### src/rtl/regfile_mp.sv
// rtl/regfile_mp.sv - parametrised MIPS register file, 2 registered read ports, 1 write port, bulk clear.
// Optional write-first forwarding on read ports: define REGFILE_BYPASS_EN.
module regfile_mp #(
  parameter int DATA_W   = 32,
  parameter int ADDR_W   = 5,
  parameter int ZERO_REG = 1,
  parameter int TAP0_IDX = 2,
  parameter int TAP1_IDX = 4
) (
  input  logic              clk,
  input  logic              rst,
  input  logic              rd_en,
  input  logic [ADDR_W-1:0] rd_addr_1,
  input  logic [ADDR_W-1:0] rd_addr_2,
  output logic [DATA_W-1:0] rd_data_1,
  output logic [DATA_W-1:0] rd_data_2,
  output logic              rd_valid,
  input  logic              wr_en,
  input  logic [ADDR_W-1:0] wr_addr,
  input  logic [DATA_W-1:0] wr_data,
  input  logic              clr_req,
  output logic              clr_busy,
  output logic [DATA_W-1:0] tap_0,
  output logic [DATA_W-1:0] tap_1
);
  localparam int DEPTH = 2 ** ADDR_W;
  localparam logic [ADDR_W-1:0] TAP0_A = ADDR_W'(TAP0_IDX);
  localparam logic [ADDR_W-1:0] TAP1_A = ADDR_W'(TAP1_IDX);
  localparam logic [ADDR_W-1:0] LAST_A = {ADDR_W{1'b1}};

  typedef enum logic {IDLE, CLEAR} state_t;

  state_t            state_q, state_d;
  logic [ADDR_W-1:0] cnt_q, cnt_d;
  logic [DATA_W-1:0] mem_q [DEPTH];
  logic [DATA_W-1:0] rd_data_1_q, rd_data_2_q;
  logic [DATA_W-1:0] rd_data_1_d, rd_data_2_d;
  logic              rd_valid_q;
  logic              idle, wr_ok;

  assign idle  = (state_q == IDLE);
  // Writes to the hardwired zero register never reach the array.
  assign wr_ok = idle && wr_en && !(ZERO_REG != 0 && wr_addr == '0);

  always_comb begin
    state_d = state_q;
    cnt_d   = cnt_q;
    case (state_q)
      IDLE: begin
        if (clr_req) begin
          state_d = CLEAR;
          cnt_d   = '0;
        end
      end
      CLEAR: begin
        cnt_d = cnt_q + 1'b1;
        if (cnt_q == LAST_A) state_d = IDLE;
      end
      default: state_d = IDLE;
    endcase
  end

  always_comb begin
    rd_data_1_d = (ZERO_REG != 0 && rd_addr_1 == '0) ? '0 : mem_q[rd_addr_1];
    rd_data_2_d = (ZERO_REG != 0 && rd_addr_2 == '0) ? '0 : mem_q[rd_addr_2];
`ifdef REGFILE_BYPASS_EN
    if (wr_ok && wr_addr == rd_addr_1) rd_data_1_d = wr_data;
    if (wr_ok && wr_addr == rd_addr_2) rd_data_2_d = wr_data;
`endif
  end

  always_ff @(posedge clk or posedge rst) begin
    if (rst) begin
      state_q <= IDLE;
      cnt_q   <= '0;
      for (int i = 0; i < DEPTH; i++) mem_q[i] <= '0;
    end else begin
      state_q <= state_d;
      cnt_q   <= cnt_d;
      if (wr_ok) mem_q[wr_addr] <= wr_data;
      else if (state_q == CLEAR) mem_q[cnt_q] <= '0;
    end
  end

  always_ff @(posedge clk or posedge rst) begin
    if (rst) begin
      rd_data_1_q <= '0;
      rd_data_2_q <= '0;
      rd_valid_q  <= 1'b0;
    end else if (rd_en && idle) begin
      rd_data_1_q <= rd_data_1_d;
      rd_data_2_q <= rd_data_2_d;
      rd_valid_q  <= 1'b1;
    end else begin
      rd_valid_q  <= 1'b0;
    end
  end

  assign rd_data_1 = rd_data_1_q;
  assign rd_data_2 = rd_data_2_q;
  assign rd_valid  = rd_valid_q;
  assign clr_busy  = (state_q == CLEAR);
  assign tap_0     = (ZERO_REG != 0 && TAP0_A == '0) ? '0 : mem_q[TAP0_A];
  assign tap_1     = (ZERO_REG != 0 && TAP1_A == '0) ? '0 : mem_q[TAP1_A];
endmodule

### config.mk
export PLATFORM = sky130hd
export DESIGN_NAME = regfile_mp
export DESIGN_NICKNAME = d
export VERILOG_FILES = /design/src/rtl/regfile_mp.sv
export SDC_FILE = /design/constraint.sdc
export NUM_CORES = 2
export LEC_CHECK = 0
export BUFFER_PORTS_ARGS = -buffer_cell sky130_fd_sc_hd__buf_2
export CAP_MARGIN = 0
export CELL_PAD_IN_SITES_DETAIL_PLACEMENT = 1
export CELL_PAD_IN_SITES_GLOBAL_PLACEMENT = 2
export CORE_ASPECT_RATIO = 0.5
export CORE_UTILIZATION = 30
export DETAILED_ROUTE_END_ITERATION = 7
export PLACE_DENSITY = 0.64
export SLEW_MARGIN = 30
export SYNTH_ARGS = -nofsm -noshare
export SYNTH_HDL_FRONTEND = slang
export SYNTH_SLANG_ARGS = --single-unit
export TNS_END_PERCENT = 100
### constraint.sdc
create_clock -name clk -period 38.5 [get_ports clk]
set_input_delay 1.925 -clock clk [delete_from_list [all_inputs] [get_ports clk]]
set_output_delay 1.925 -clock clk [all_outputs]
set_load 0.05 [all_outputs]
* Yosys cells after proc, flatten, opt, wreduce, memory -nomap -nowiden
Cells that the tools add are included.
** Word-level totals
- Register bits :: 1095
- Input port bits :: 52
** Operators by class
- Add/sub/neg operators :: 1
- $lt $le $gt $ge :: 6
- Equality and inequality tests :: 2
- Multiplexer cells :: 21
- Bitwise gates (word level) :: 7
- Reductions and logical operators :: 10
** Operator list (number)
- $mux W1024 :: 2
- $and A1024 B1024 Y1024 :: 1
- $bwmux W1024 :: 1
- $not A1024 Y1024 :: 1
- $bmux W32 S5 :: 2
- $demux W32 S5 :: 2
- $mux W32 :: 8
- $ge A6 B6 Y1 const B :: 4
- $not A5 Y6 :: 4
- $logic_not A5 Y1 :: 3
- $lt A6 B1 Y1 const B :: 2
- $pmux W5 S2 :: 1
- $add A5 B1 Y5 const B :: 1
- $eq A5 B5 Y1 const B :: 1
- $logic_and A1 B1 Y1 :: 5
- $mux W5 :: 1
- $mux W1 :: 3
- $ne A2 B2 Y1 const B :: 1
- $pmux W1 S2 :: 1
- $reduce_bool A2 Y1 :: 1
- $logic_not A1 Y1 :: 1
- $not A1 Y1 :: 1

* Longest topological paths before layout
- Depth after elaboration :: 9
- Gate-level depth with buffers :: 10
- Depth with buffers taken out :: 6

* Least setup slack after synthesis
No wires, ideal clock.
- Kind :: in2reg
- From :: input rd_addr_1[0]
- To :: register rd_data_1_q[29], in the netlist rd_data_1[29]
- Setup time :: 0.130 ns
- Data arrival time :: 3.706 ns
- Required time :: 38.370 ns
- Path slack :: 34.665 ns
- Stages :: 6
- Buffers on the path :: 2
- Cell sequence :: buf_2 -> clkbuf_1 -> mux4_2 -> mux4_2 -> nand2b_1 -> nand3_1
** Between the ends
- Word-level cells in the longest chain between the ends :: 5
** RTL lines
- start: declaration :: line 13 : input logic [ADDR_W-1:0] rd_addr_1,
- $not A5 Y6 (not written as such) :: line 64 : rd_data_1_d = (ZERO_REG != 0 && rd_addr_1 == '0) ? '0 : mem_q[rd_addr_1];
- $bmux W32 S5 :: line 64
- $mux W32 (not written as such) (2 in series) :: line 64
- $mux W32 * :: line 64
- end signal: assignment :: line 91 : rd_data_1_q <= rd_data_1_d;
- end: declaration :: line 36 : logic [DATA_W-1:0] rd_data_1_q, rd_data_2_q;
Every way passes the cells marked *; elsewhere a longest branch is shown, timed or not. The select of a mux whose other input is x is not followed.
A chain may end at the register's enable or synchronous reset.

* Final worst setup path
- From :: input rd_addr_1[0]
- To :: register rd_data_1_q[1], in the netlist rd_data_1[1]
The elaborated chain is that of the path after synthesis.

==> impl_metrics.sql <==
INSERT INTO impl_metrics (metric_group, metric, value, unit) VALUES
('status', 'status', 'complete, no violations', ''),
('worst_setup_path', 'timing.rr.end', 'mem_q[644]$_DFFE_PP0P_', ''),
('synth', 'avgSynthCellArea', '14.4', 'µm²'),
('clock_tree', 'post-cts-setup-buffers', '0', ''),
('layout', 'final_design_area_no_fill', '62900', 'µm²'),
('global_route', 'grt_usage', '24.9', '%'),
('worst_setup_path', 'worst_path_max_delay_cell', 'sky130_fd_sc_hd__buf_4', ''),
('timing', 'timing.final.hold_violations', '0', ''),
('timing', 'max_freq', '193', 'MHz'),
('worst_setup_path', 'worstPathRequired', '39.09', 'ns'),
('floorplanning', 'placementRows', '112', ''),
('worst_setup_path', 'rr_worst_depth', '6', ''),
('clock_tree', 'clkTransAtPathRegs', '0.06', 'ns'),
('synth', 'synth_area', '56700', 'µm²'),
('clock_tree', 'cts-buffers-inserted', '115', ''),
('power_and_ir_drop', 'ir_drop', '0.0000425', 'V'),
('synth', 'synth_top_cell_area_share', '48.4', '%'),
('layout', 'drive_gt1_share', '29.3', '%'),
('synth', 'synth-main-ff-cell', 'sky130_fd_sc_hd__dfrtp_1', ''),
('floorplanning', 'initial_core_util', '30.3', '%'),
('drt', 'remaining_drc_errors', '0', ''),
('worst_setup_path', 'crit_start', 'rd_addr_1[0]', ''),
('min_path', 'hold_path_startpoint', 'mem_q[1000]$_DFFE_PP0P_', ''),
('clock_tree', 'tritoncts', 'done', ''),
('drt', 'final_antenna_net_count', '0', ''),
('timing', 'post-route-period-util', '13.4', '%'),
('drt', 'drt-wirelength-per-cell', '37.3', 'µm'),
('clock_tree', 'cts_resized', '0', ''),
('layout', 'fill_cells', '19300', ''),
('worst_setup_path', 'start_kind', 'input port', ''),
('placement', 'port_buffers', '181', ''),
('placement', 'placed_cell_area', '59000', 'µm²'),
('timing', 'relSlewSlack', '34.9', '%'),
('flow_run', 'maxCapViolations', '0', ''),
('synth', 'synth_cell_type_count', '51', ''),
('synth', 'post_synth_main_area_contributors', 'sky130_fd_sc_hd__dfrtp_1 (48%), sky130_fd_sc_hd__mux4_2 (20%), sky130_fd_sc_hd__a22o_1 (15%)', ''),
('worst_setup_path', 'regToRegSetupSlack', '34.87', 'ns'),
('synth', 'yosysWarningCount', '0', ''),
('power_and_ir_drop', 'cellLeakagePower', '27.3', 'nW'),
('worst_setup_path', 'crit_fanout', '41', ''),
('floorplanning', 'core_area', '187000', 'µm²'),
('drt', 'via_count', '41500', ''),
('synth', 'synth_sequential_area_ratio', '48.4', '%'),
('worst_setup_path', 'timing.critical_path.mode_cell', 'sky130_fd_sc_hd__buf_4', ''),
('clock_tree', 'worstSkewPairLatency', '0.77', 'ns'),
('worst_setup_path', 'worstSetupEndpointType', 'register', ''),
('worst_setup_path', 'timing.critical_path.cells', 'buf_8, buf_4, buf_4, buf_4, mux4_2, mux4_2, nand2b_1, nand3_1', ''),
('drt', 'routed_via_density', '6.47', ''),
('synth', 'synth-seq-cells', '1095', ''),
('global_route', 'grt_pass1_vias', '42800', ''),
('timing', 'tightestPinTransition', '0.977', 'ns'),
('power_and_ir_drop', 'power', '3.49', 'mW'),
('drt', 'finalWirelength', '239', 'mm'),
('worst_setup_path', 'worst-setup-path-type', 'in -> reg', ''),
('min_path', 'min_delay_path_depth', '1', ''),
('timing', 'grt_setup_unrepaired', 'no', ''),
('layout', 'nets', '3859', ''),
('drt', 'dr.pass1.iters', '8', ''),
('placement', 'routabilityCongestion', '0.831', ''),
('clock_tree', 'cts.hold.buffers_added', '0', ''),
('synth', 'synthArstFlopShare', '100', '%'),
('global_route', 'grt_start_max_net_pins', '103', ''),
('clock_tree', 'clk_root_buffer_cell', 'sky130_fd_sc_hd__clkbuf_16', ''),
('global_route', 'gr-total-overflow', '0', ''),
('synth', 'number_of_enable_flip_flop_cells_after_synthesis', '0', ''),
('layout', 'multi_input_comb_area', '26300', 'µm²'),
('worst_setup_path', 'crit_arrival', '5.77', 'ns'),
('power_and_ir_drop', 'pwr_density_cell', '55.5', 'nW/µm²'),
('clock_tree', 'max-clock-path-buffers', '3', ''),
('clock_tree', 'cts_num_sinks', '1095', ''),
('synth', 'synth_top_area_cell', 'sky130_fd_sc_hd__dfrtp_1', '');
area by class of cell:
class	count	share of cell area, %
antenna	9	0.0358
clock buffer	177	5.36
clock inverter	34	0.652
inverter	44	0.274
multi-input combinational	2237	41.9
sequential	1095	43.6
tap	2508	4.99
timing repair buffer	309	3.25
worst max-delay path, delay by kind of cell:
| kind | cells | cell delay (ns) |
|---|---|---|
| buffers and inverters | 4 | 2.45 |
| multiplexers | 2 | 1.07 |
| AND/OR/NAND/NOR | 2 | 0.19 |
synthesized netlist by cell type, types with 3 or more instances:
| library cell | number |
|---|---|
| sky130_fd_sc_hd__dfrtp_1 | 1095 |
| sky130_fd_sc_hd__a22o_1 | 992 |
| sky130_fd_sc_hd__mux4_2 | 508 |
| sky130_fd_sc_hd__clkbuf_1 | 282 |
| sky130_fd_sc_hd__mux2i_1 | 130 |
| sky130_fd_sc_hd__buf_2 | 100 |
| sky130_fd_sc_hd__buf_4 | 83 |
| sky130_fd_sc_hd__nand2_1 | 76 |
| sky130_fd_sc_hd__buf_6 | 74 |
| sky130_fd_sc_hd__mux2_2 | 66 |
| sky130_fd_sc_hd__o221ai_1 | 64 |
| sky130_fd_sc_hd__o21ai_0 | 61 |
| sky130_fd_sc_hd__o2bb2ai_1 | 58 |
| sky130_fd_sc_hd__nor2_1 | 46 |
| sky130_fd_sc_hd__inv_1 | 43 |
| sky130_fd_sc_hd__nand2b_1 | 40 |
| sky130_fd_sc_hd__nand3_1 | 36 |
| sky130_fd_sc_hd__and2_1 | 33 |
| sky130_fd_sc_hd__o211ai_1 | 29 |
| sky130_fd_sc_hd__buf_1 | 21 |
| sky130_fd_sc_hd__o22ai_4 | 21 |
| sky130_fd_sc_hd__nor3_1 | 8 |
| sky130_fd_sc_hd__o22ai_1 | 8 |
| sky130_fd_sc_hd__o22ai_2 | 7 |
| sky130_fd_sc_hd__nor3_4 | 6 |
| sky130_fd_sc_hd__ha_1 | 5 |
| sky130_fd_sc_hd__a2111oi_0 | 4 |
| sky130_fd_sc_hd__o41ai_1 | 4 |
| sky130_fd_sc_hd__a31oi_1 | 3 |
placed cells by master (no fill, tap or decap), types with 3 or more instances in the layout:
master	instances
sky130_fd_sc_hd__clkbuf_8	24
sky130_fd_sc_hd__o41ai_1	4
sky130_fd_sc_hd__inv_6	3
sky130_fd_sc_hd__o2bb2ai_1	58
sky130_fd_sc_hd__nor3_4	7
sky130_fd_sc_hd__a31oi_4	3
sky130_fd_sc_hd__mux2i_1	130
sky130_fd_sc_hd__inv_1	41
sky130_fd_sc_hd__a2111oi_1	3
sky130_fd_sc_hd__mux4_2	508
sky130_fd_sc_hd__nor2_1	24
sky130_fd_sc_hd__nand2b_1	38
sky130_fd_sc_hd__and2_1	32
sky130_fd_sc_hd__buf_6	11
sky130_fd_sc_hd__dfrtp_1	1094
sky130_fd_sc_hd__nand3_1	35
sky130_fd_sc_hd__buf_8	4
sky130_fd_sc_hd__mux2_2	66
sky130_fd_sc_hd__o21ai_0	61
sky130_fd_sc_hd__a22o_1	992
sky130_fd_sc_hd__buf_2	175
sky130_fd_sc_hd__nor2_4	22
sky130_fd_sc_hd__buf_12	4
sky130_fd_sc_hd__o22ai_1	8
sky130_fd_sc_hd__o22ai_4	28
sky130_fd_sc_hd__clkbuf_1	37
sky130_fd_sc_hd__bufinv_16	8
sky130_fd_sc_hd__o221ai_1	63
sky130_fd_sc_hd__o211ai_1	29
sky130_fd_sc_hd__diode_2	9
sky130_fd_sc_hd__nand2_1	76
sky130_fd_sc_hd__ha_1	5
sky130_fd_sc_hd__clkbuf_16	116
sky130_fd_sc_hd__buf_4	113
sky130_fd_sc_hd__nor3_1	6
sky130_fd_sc_hd__clkinv_2	20
cells by family after synthesis:
logic type,synth area share [%]
and+or+nand+nor,2.48
buffers and inverters,5.75
AOI/OAI and AO/OA,19.4
xor gates and xnor gates,0.0309
DFF,48.4
muxes,23.8
adders and majority gates,0.110
power breakdown:
group	total [mW]	leakage, nW	switching, mW	internal [mW]
Sequential	1.40	15.2	0.131	1.27
Clock	1.16	1.87	0.506	0.654
Combinational	0.934	10.2	0.679	0.255
per-stage QoR:
step                worst slack [ns]  std cells  hold WS [ns]  util [%]
global route                   33.11       6409         0.530      33.6
floorplan                       5.75       3936         0.467         -
CTS                            32.83       6401         0.511      33.6
global placement               32.06       6186         0.483      31.5
finish                         33.33       6413         0.510      33.6
detailed placement             32.04       6190         0.494      31.5
state kept, by name, summed over array words and instances, names as in the netlist:
register and flops:
tap_1 32, tap_0 32, rd_data_1 32, rd_data_2 32
cnt_q 5, clr_busy 1, mem_q 960, rd_valid 1
per-layer routing:
metal | part of all wire [%] | routed length, µm | GRT usage, %
met1 | 42 | 101000 | 35.1
met5 | 0.015 | 36 | 0
met2 | 44 | 106000 | 37.5
met3 | 9.5 | 22800 | 6.18
met4 | 3.7 | 8950 | 8.76
worst min path at each step:
stage / endpoint / slack [ns]
2_1_floorplan: mem_q[1000]$_DFFE_PP0P_ / 0.47
3_3_place_gp: mem_q[1000]$_DFFE_PP0P_ / 0.48
3_5_place_dp: mem_q[1012]$_DFFE_PP0P_ / 0.49
4_1_cts: mem_q[1019]$_DFFE_PP0P_ / 0.51
5_1_grt: mem_q[528]$_DFFE_PP0P_ / 0.53
6_report: mem_q[1000]$_DFFE_PP0P_ / 0.51
(Power assumes the default switching activity.)
